File: src/rtl/sa_result_drain.sv
// sa_result_drain: snapshots the systolic array result bus on a capture
// strobe and streams the N results out one per cycle over valid/ready,
// tagged with the flattened PE index. Captures that arrive mid-drain are
// dropped and counted (sticky OVF, saturating DROP_CNT).
module sa_result_drain #(
    parameter int WIDTH = 8,
    parameter int HPE   = 4,
    parameter int VPE   = 4
) (
    input  logic                              CLK,
    input  logic                              RST,
    input  logic [2*WIDTH*HPE*VPE-1:0]        Y_IN,
    input  logic                              CAP,
    input  logic                              CLR_OVF,
    output logic [2*WIDTH-1:0]                OUT_DATA,
    output logic [$clog2(HPE*VPE)-1:0]        OUT_IDX,
    output logic                              OUT_VALID,
    input  logic                              OUT_READY,
    output logic                              OUT_LAST,
    output logic                              BUSY,
    output logic                              OVF,
    output logic [7:0]                        DROP_CNT
);

    localparam int N  = HPE * VPE;
    localparam int DW = 2 * WIDTH;
    localparam int IW = $clog2(N);

    localparam logic [0:0] S_IDLE  = 1'b0;
    localparam logic [0:0] S_DRAIN = 1'b1;

    localparam logic [IW-1:0] LAST_IDX = IW'(N - 1);

    logic [0:0]            state;
    logic [IW-1:0]         idx;
    logic [N-1:0][DW-1:0]  snap;
    logic [DW-1:0]         elem [N];
    logic                  busy;
    logic                  at_last;
    logic                  xfer;
    logic                  take;
    logic                  drop;

    // Element 0 is the MSB word of the bus, so it lands in snap[N-1].
    for (genvar p = 0; p < N; p++) begin : g_elem
        assign elem[p] = snap[N-1-p];
    end

    assign busy    = (state == S_DRAIN);
    assign at_last = (idx == LAST_IDX);
    assign xfer    = busy && OUT_READY;
    // A capture is accepted when idle, or when the final element leaves on
    // this very cycle (back-to-back, no bubble); otherwise it is dropped.
    assign take    = CAP && (!busy || (xfer && at_last));
    assign drop    = CAP && busy && !(xfer && at_last);

    // Drain sequencer: snapshot capture, index advance, return to idle.
    always_ff @(posedge CLK) begin
        if (RST) begin
            state <= S_IDLE;
            idx   <= '0;
            snap  <= '0;
        end else if (take) begin
            snap  <= Y_IN;
            idx   <= '0;
            state <= S_DRAIN;
        end else if (xfer) begin
            if (at_last) begin
                state <= S_IDLE;
                idx   <= '0;
            end else begin
                idx <= idx + 1'b1;
            end
        end
    end

    // Drop bookkeeping: a drop on the same cycle as a clear wins.
    always_ff @(posedge CLK) begin
        if (RST) begin
            OVF      <= 1'b0;
            DROP_CNT <= '0;
        end else if (drop) begin
            OVF      <= 1'b1;
            DROP_CNT <= CLR_OVF ? 8'd1 :
                        (DROP_CNT == 8'hFF) ? DROP_CNT : DROP_CNT + 8'd1;
        end else if (CLR_OVF) begin
            OVF      <= 1'b0;
            DROP_CNT <= '0;
        end
    end

    // Data is forced to zero when idle so a finished snapshot does not linger
    // on the bus.
    assign OUT_VALID = busy;
    assign BUSY      = busy;
    assign OUT_IDX   = idx;
    assign OUT_LAST  = busy && at_last;
    assign OUT_DATA  = busy ? elem[idx] : '0;

endmodule

File: config.mk
export PLATFORM = sky130hd
export DESIGN_NAME = sa_result_drain
export DESIGN_NICKNAME = d
export VERILOG_FILES = /design/src/rtl/sa_result_drain.sv
export SDC_FILE = /design/constraint.sdc
export NUM_CORES = 1
export LEC_CHECK = 0
export ABC_AREA = 0
export CORE_MARGIN = 2
export CORE_UTILIZATION = 45
export DETAILED_ROUTE_END_ITERATION = 7
export GPL_TIMING_DRIVEN = 0
export PLACE_DENSITY = 0.74
export SYNTH_ARGS = -nofsm -noshare
export SYNTH_HDL_FRONTEND = slang
export SYNTH_SLANG_ARGS = --single-unit
export TNS_END_PERCENT = 30
File: constraint.sdc
create_clock -name CLK -period 2.55 [get_ports CLK]
set_clock_uncertainty 0.2 [all_clocks]
set_input_delay 0.765 -clock CLK [delete_from_list [all_inputs] [get_ports CLK]]
set_output_delay 0.765 -clock CLK [all_outputs]
set_load 0.02 [all_outputs]
# Yosys cells after proc, flatten, opt, wreduce, memory -nomap -nowiden
# Index checks and enable logic that the tools add are counted.
# word_totals
rom_bits	0
in_bits	261
output_inout_bits	32
latchBits	0
memories	0
elab_cells	56
mem_bits_rw	0
register_bits	270
# op_classes
div_mod_pow	0
shifts	0
multipliers	0
n_addsub	2
n_mux	14
n_bitwise	1
n_reduce_logical	15
n_eq_ne	3
n_lt_le_gt_ge	1
# ops
operator	n
$bmux 16 s4	1
$mux 16	3
$mux 8	4
$add 8x1->8 const B	1
$eq 8x8->1 const B	1
$logic_and 1x1->1	6
$reduce_bool 2->1	3
$ge 5x5->1 const B	1
$mux 1	5
$not 4->5	1
$add 4x1->4 const B	1
$eq 4x4->1 const B	1
$mux 4	1
$reduce_and 2->1	2
$logic_not 1->1	2
$ne 2x2->1 const B	1
$reduce_or 2->1	1
$logic_or 1x1->1	1

# Logic depth before layout (Yosys ltp)
# Gate-level depths: netlist of the first run.
# logic_depth
depth_word	6
mapped_depth	8
mapped_depth_nobuf	5

# Worst setup path before layout of the first run
# Ideal clock, no wire load.
# synth_timing
kind	register -> output
from	register idx[0], in the netlist OUT_IDX[0]
to	output OUT_DATA[10]
path_buffers	3
arrival_time_ns	1.731
stages_incl_launch_ff	8
required_time_ns	1.585
slack_ns	-0.146
cell_sequence	dfxtp_1 > buf_2 > buf_4 > buf_4 > mux2i_1 > a22oi_1 > nand2_1 > o22ai_1
# synth_via
elab_chain_cells	5
# synth_rtl
element	line_no	rtl
start, declared	35	logic [IW-1:0] idx;
start signal, assigned	72	idx <= idx + 1'b1;
$not 4->5 (implied by the code)	98	assign OUT_DATA = busy ? elem[idx] : '0;
$bmux 16 s4	98	
$mux 16 (implied by the code) (2 in series)	98	
$mux 16	98	
end, declared	15	output logic [2*WIDTH-1:0] OUT_DATA,
# No other way between the ends. The select of a mux whose other input is x is not followed.

# Worst setup path after layout of the first run
# layout_timing
from	register idx[0], in the netlist OUT_IDX[0]
to	output OUT_DATA[8]
# The elaborated chain is that of the path after synthesis.

==> impl_results.md, run 1 <==
* Wirelength per Cell at 19.1 um
* Result of the run: complete, but fails checks
* Worst hold path stage count at 2
* Final Setup Violations at 17
* Violations in the final reports: negative setup slack
* Count of distinct cell types in the synthesized netlist at 42
* Max Clk Rate at 314 MHz
* Static Leakage at 6.01 nW
* Antenna violations before repair at 1
* Count of TritonRoute iterations in the first routing pass at 6
* Setup ws final at -0.639 ns
* Pin count of the biggest net entering global routing at 14
* Adder-cell area share of the yosys netlist at 0.213%
* CTS Hold Buffers Added at 0
* Top cells by area in the synthesized netlist: sky130_fd_sc_hd__dfxtp_1, sky130_fd_sc_hd__nand2_1, sky130_fd_sc_hd__a21oi_1
* Floorplan row count at 59
* Proportion of synthesized area in mux cells at 11.3%
* Worst hold path startpoint: elem[5]
* Leftover overflow at the end of global routing at 0
* Wire length of the first global-routing pass at 60,800 um
* Count of clock tree sinks at 270
* Reg-to-reg critical path startpoint: OUT_IDX[0]
* Final Slew Violations at 0
* Setup slack of the most critical reg-to-reg path at 0.19 ns
* Clock root buffer: sky130_fd_sc_hd__clkbuf_16
* Clock buffer count from CTS at 28
* Syn nets at 1,738
* HPWL after DPL at 31,600 um
* Total DRC errors in the routed layout at 0
* Synth Area in XOR/XNOR at 0.0747%
* Total number of vias at 11,716
* Die width at 165 um
* Io pins at 293
* Post-synthesis cell type with the largest combined area: sky130_fd_sc_hd__dfxtp_1
* Area fraction of the dominant cell type after synthesis at 46.1%
* Cell count of the worst reg-to-reg path at 8
* IO Port Bufs at 292
* Share of synthesized area occupied by flip-flops and latches at 46.1%
* Required time of the worst setup path at 1.59 ns
* WHS Endpoint: elem[5]
* Worst-case headroom to the max-slew limit at 57.8%
* Vias in the first global route at 11,350
* Routability congestion estimate from global placement at 0.913
* Dominant combinational cell family by area after synthesis: simple AND/OR/NAND/NOR gates
* Standard cell core area at 0.0258 mm^2
* Summed instance area of the synthesized netlist at 0.0117 mm^2
* Max cap viols at 0
* Final worst path period need at 3.19 ns
* Total wire length after detailed routing at 41,200 um
* Post-synth EDFFs at 0
* Placed instance count at 2,102
* Flop and latch count out of synthesis at 270
* Number of warning messages in the yosys log at 0
* P per Cell Area at 595 mW/mm^2
* Kind of capture point of the worst setup path: output port
* Setup repair after global routing missed its margin: yes
* Final cell count without fillers at 2,160
* Most instantiated flip-flop cell in the synthesis netlist: sky130_fd_sc_hd__dfxtp_1
* Largest fanout on the critical path at 10
* Total track usage at 29.1%
* Die height at 165 um
* Most common cell after layout, fill and taps aside: sky130_fd_sc_hd__nand2_1
* Setup WS pre-CTS at -0.972 ns
* Clock transition time at the flip-flop clock pins of the worst setup and hold paths at 0.06 ns
* Fraction of the mapped netlist area in compound gates at 16.9%
* Syn avg cell area at 7.95 um^2
* Fraction of the mapped netlist area in simple logic gates at 19.9%
* DIE AREA at 0.0274 mm^2
* Worst min-delay path category: reg -> reg
* Post-detailed-route count of antenna-violating nets at 0
* Measured slew at the worst slew-check pin at 0.633 ns
* Peak VDD IR at 0.000352 V
* Fraction of registers with async set/reset at 0%
* Clock Tree Buf Depth at 3
* Number of endpoints with negative hold slack in the final report at 0
* CP Class: reg -> out
* R2r endpoint: elem[201]
* Clock tree from TritonCTS: built
* Commonest cells after routing, fill and taps aside: sky130_fd_sc_hd__nand2_1, sky130_fd_sc_hd__dfxtp_1, sky130_fd_sc_hd__a21oi_1, sky130_fd_sc_hd__clkdlybuf4s50_1, sky130_fd_sc_hd__mux2i_1
* Via-per-instance ratio at 5.42
* Starting DRC count in detailed routing at 871
* # nets final at 2,069
* Clock H-tree levels at 1
* Initial core utilization at 45.4%
* Arrival @ worst endpoint at 2.22 ns
* Final period util at 125%
* Worst setup SP type: register
* Share of cells above drive strength 1 at 13.3%
* Total power draw at 0.00992 W
* Worst-Skew Late Latency at 0.54 ns
* Gate count of the mapped netlist at 1,475
* Area growth from synthesis to final layout at 42.1%
## routing by layer
metal  track usage, %  share of wire, %  up-vias
met5                0                 0        -
met4             12.7               4.6        0
met3             4.57               7.5       98
met2             50.1                47      515
met1             36.1                41     5462
li1                 -                 -     5641
## final cells by class
type                    instances  area (um^2)
fillers                      2222         9170
well taps                     335          419
plain buffers                 116          852
clock buffers                  35          778
flip-flops and latches        270         5410
clock inverters                13         73.8
repair buffers                304         3040
diodes                          1         2.50
inverters                       3         11.3
multi-input cells            1083         6080
## cells in the mapped netlist (4+ instances only)
cell type	instances
sky130_fd_sc_hd__a21oi_1	264
sky130_fd_sc_hd__a22oi_1	58
sky130_fd_sc_hd__and3_1	4
sky130_fd_sc_hd__buf_1	6
sky130_fd_sc_hd__buf_2	26
sky130_fd_sc_hd__buf_4	19
sky130_fd_sc_hd__buf_6	12
sky130_fd_sc_hd__clkbuf_1	56
sky130_fd_sc_hd__dfxtp_1	270
sky130_fd_sc_hd__mux2i_1	124
sky130_fd_sc_hd__nand2_1	550
sky130_fd_sc_hd__nand3_1	7
sky130_fd_sc_hd__nor2_1	8
sky130_fd_sc_hd__nor2b_1	5
sky130_fd_sc_hd__nor3_1	6
sky130_fd_sc_hd__o21ai_0	8
sky130_fd_sc_hd__o22ai_1	14
## per-stage QoR
step                TNS [ns]  util, %  cell area [um^2]  hold WS, ns
floorplan                  0        -             11800        0.233
global placement      -98.19     58.7             15200        0.240
detailed placement   -107.47     58.7             15200        0.246
CTS                    -9.01     63.9             16500        0.254
global route           -9.62     64.5             16700        0.270
finish                 -9.01     64.5             16700        0.253
## critical path: stages, from the launching register on
cell and delay, ns:
sky130_fd_sc_hd__dfxtp_2 0.34, sky130_fd_sc_hd__buf_12 0.14, sky130_fd_sc_hd__buf_12 0.15, sky130_fd_sc_hd__buf_12 0.15, sky130_fd_sc_hd__mux2i_1 0.13, sky130_fd_sc_hd__a22oi_2 0.27, sky130_fd_sc_hd__nand2_2 0.14, sky130_fd_sc_hd__o22ai_4 0.22
sky130_fd_sc_hd__buf_6 0.15
## how the worst max path moves through the flow
stage / start / to
3_3_place_gp: OUT_IDX[0] / OUT_DATA[7]
2_1_floorplan: OUT_IDX[1] / OUT_DATA[14]
3_5_place_dp: OUT_IDX[1] / OUT_DATA[11]
4_1_cts: OUT_IDX[0] / OUT_DATA[8]
6_report: OUT_IDX[0] / OUT_DATA[8]
5_1_grt: OUT_IDX[0] / OUT_DATA[10]
## cells by family after synthesis
| group | count (synthesis) |
|---|---|
| buf+inv | 122 |
| flops | 270 |
| fa+ha+maj | 2 |
| xor+xnor | 1 |
| mux | 128 |
| simple gates | 596 |
| compound gates | 356 |
## flip-flops by register name, summed over array words and instances, names as in the netlist
| signal | count |
|---|---|
| BUSY | 1 |
| OUT_IDX | 4 |
| DROP_CNT | 8 |
| elem | 256 |
| OVF | 1 |
## report_power, final
part,leakage (nW),internal [W],switching [W]
logic,3.36,0.000734,0.000758
clock network,0.426,0.00215,0.00169
registers,2.22,0.00445,0.000131
## repair_timing
action / 4_1_cts / 5_1_grt
setup endpoints to repair: 73 / 21
hold endpoints to repair: 0 / 0
cloned: 1 / 1
pin swaps: 17 / 13
resized for setup: 241 / 37
buffers inserted: 8 / 2
(Power assumes the default switching activity.)
==> run 2: changes to the inputs <==
--- a/constraint.sdc
+++ b/constraint.sdc
@@ -3,3 +3,3 @@
 set_input_delay 0.765 -clock CLK [delete_from_list [all_inputs] [get_ports CLK]]
 set_output_delay 0.765 -clock CLK [all_outputs]
-set_load 0.02 [all_outputs]
+set_load 0.05 [all_outputs]
==> run 2 against run 1 <==
The run still ends with negative setup slack left. Critical path depth is the same. Register-to-register slack got worse by 0.21 ns. First-iteration DRC count shrank 18%.
==> impl_results.md, run 2 (synthesized netlist as in run 1, its figures left out) <==
* Result of the run: complete, but fails checks
* Violations in the final reports: negative setup slack
* Number of endpoints with negative hold slack in the final report at 0
* Post-route design area at 0.0169 mm^2
* Total power draw at 0.0100 W
* Setup ws final at -0.674 ns
* Die height at 165 um
* Antenna violations before repair at 0
* Count of clock tree sinks at 270
* Max Clk Rate at 310 MHz
* P per Cell Area at 593 mW/mm^2
* Clock transition time at the flip-flop clock pins of the worst setup and hold paths at 0.06 ns
* Share of cells above drive strength 1 at 14.7%
* Instance area at placement at 0.0154 mm^2
* CTS Hold Buffers Added at 0
* Standard cell core area at 0.0258 mm^2
* Sum of negative setup slack at -9.81 ns
* IO Port Bufs at 292
* Setup repair after global routing missed its margin: yes
* Floorplan row count at 59
* Total track usage at 29.4%
* Worst-case headroom to the max-slew limit at 56.9%
* Final worst path period need at 3.22 ns
* Count of TritonRoute iterations in the first routing pass at 5
* Required time of the worst setup path at 1.59 ns
* Clock root buffer: sky130_fd_sc_hd__clkbuf_16
* Worst-Skew Late Latency at 0.53 ns
* Clock Tree Buf Depth at 3
* Wire length of the first global-routing pass at 61,300 um
* Final Setup Violations at 23
* CP Class: reg -> out
* Area growth from synthesis to final layout at 44.4%
* Static Leakage at 6.06 nW
* Total DRC errors in the routed layout at 0
* Antenna diode count at 0
* Worst setup SP type: register
* # nets final at 2,071
* Die width at 165 um
* Measured slew at the worst slew-check pin at 0.646 ns
* Leftover overflow at the end of global routing at 0
* Total wire length after detailed routing at 41,600 um
* Total number of vias at 11,647
* Max cap viols at 0
* Vias in the first global route at 11,343
* Arrival @ worst endpoint at 2.26 ns
* HPWL after DPL at 31,300 um
* Io pins at 293
* Commonest cells after routing, fill and taps aside: sky130_fd_sc_hd__nand2_1, sky130_fd_sc_hd__dfxtp_1, sky130_fd_sc_hd__a21oi_1, sky130_fd_sc_hd__clkdlybuf4s50_1, sky130_fd_sc_hd__mux2i_1
* Starting DRC count in detailed routing at 711
* Clock tree from TritonCTS: built
* Worst min-delay path category: reg -> reg
* Pin count of the biggest net entering global routing at 14
* Kind of capture point of the worst setup path: output port
* Delay of the slowest cell on the worst path at 0.39 ns
* Critical path, cell by cell: buf_12, buf_12, buf_6, mux2i_1, a22oi_2, nand2_1, o22ai_4, buf_6
* Peak VDD IR at 0.000334 V
* Final period util at 126%
* Flip-flop count of the largest register, all copies and words added at 256
* Wirelength per Cell at 19.2 um
* Largest fanout on the critical path at 10
* Initial core utilization at 45.4%
* Routability congestion estimate from global placement at 0.921
* Final Slew Violations at 0
* Most common cell after layout, fill and taps aside: sky130_fd_sc_hd__nand2_1
* Clock buffer count from CTS at 27
* Via-per-instance ratio at 5.39
* DIE AREA at 0.0274 mm^2
* Post-detailed-route count of antenna-violating nets at 0
* Critical path's slowest cell: sky130_fd_sc_hd__dfxtp_4
* Clock H-tree levels at 1
-- run 2: cell count changes in the layout (fill, tap and decap cells not counted), moves of 6 or more --
cell / change
sky130_fd_sc_hd__a22oi_1: -8
sky130_fd_sc_hd__a22oi_2: +8
sky130_fd_sc_hd__buf_8: +8
sky130_fd_sc_hd__clkbuf_1: -6
sky130_fd_sc_hd__clkbuf_2: +18
sky130_fd_sc_hd__clkinv_2: -6
sky130_fd_sc_hd__nand2_1: -6
sky130_fd_sc_hd__nand2_2: +6
sky130_fd_sc_hd__o22ai_2: -13
sky130_fd_sc_hd__o22ai_4: +13
-- run 2: timing repair --
item | 4_1_cts | 5_1_grt
cloned | 0 | 4
pin swaps | 20 | 27
setup endpoints to repair | 55 | 64
buffers inserted | 5 | 6
resized for setup | 218 | 98
hold endpoints to repair | 0 | 0
-- run 2: path summary, 6_finish.rpt --
path / to / slack, ns / depth (start not counted) / start
worst max-delay path: OUT_DATA[13] / -0.67 / 8 / OUT_IDX[0]
worst min-delay path: elem[216] / 0.25 / 2 / elem[216]
worst max register to register: elem[160] / -0.02 / 9 / OUT_IDX[1]
worst min register to register: elem[216] / 0.25 / 2 / elem[216]
-- run 2: power by group --
| group | switching (W) | total, W | leakage, nW | internal [W] |
|---|---|---|---|---|
| clock | 0.00164 | 0.00389 | 0.426 | 0.00224 |
| combinational | 0.000818 | 0.00158 | 3.42 | 0.000760 |
| sequential | 0.000130 | 0.00458 | 2.22 | 0.00445 |
| total | 0.00259 | 0.0100 | 6.06 | 0.00745 |
-- run 2: critical path, delay by kind of cell (launching register included) --
family,cells,cell delay (ns)
AO/OA/AOI/OAI,2,0.44
buffers and inverters,4,0.66
flip-flops,1,0.39
multiplexers,1,0.12
AND/OR/NAND/NOR,1,0.13
-- run 2: area by class of cell --
cell class	count	area, um^2
timing repair buffer	307	3120
clock inverter	6	56.3
buffer	116	883
tap	335	419
sequential	270	5420
multi-input combinational	1083	6240
fill	2235	8890
inverter	3	11.3
clock buffer	41	798
-- run 2: layer usage --
layer	global-route usage [%]	up-vias	share of wire, %
li1	-	5639	-
met1	37.7	5473	41
met2	50.9	463	48
met3	4.77	72	7.9
met4	9.25	0	2.9
met5	0	-	0
-- run 2: stage by stage --
stage / worst slack, ns / utilization [%] / hold slack, ns / cells
2_1_floorplan: -0.00234 / - / 0.233 / 1475
3_3_place_gp: -1.14 / 59.5 / 0.240 / 2102
3_5_place_dp: -1.13 / 59.5 / 0.246 / 2102
4_1_cts: -0.671 / 64.1 / 0.254 / 2152
5_1_grt: -0.726 / 65.6 / 0.269 / 2161
6_report: -0.674 / 65.6 / 0.253 / 2161
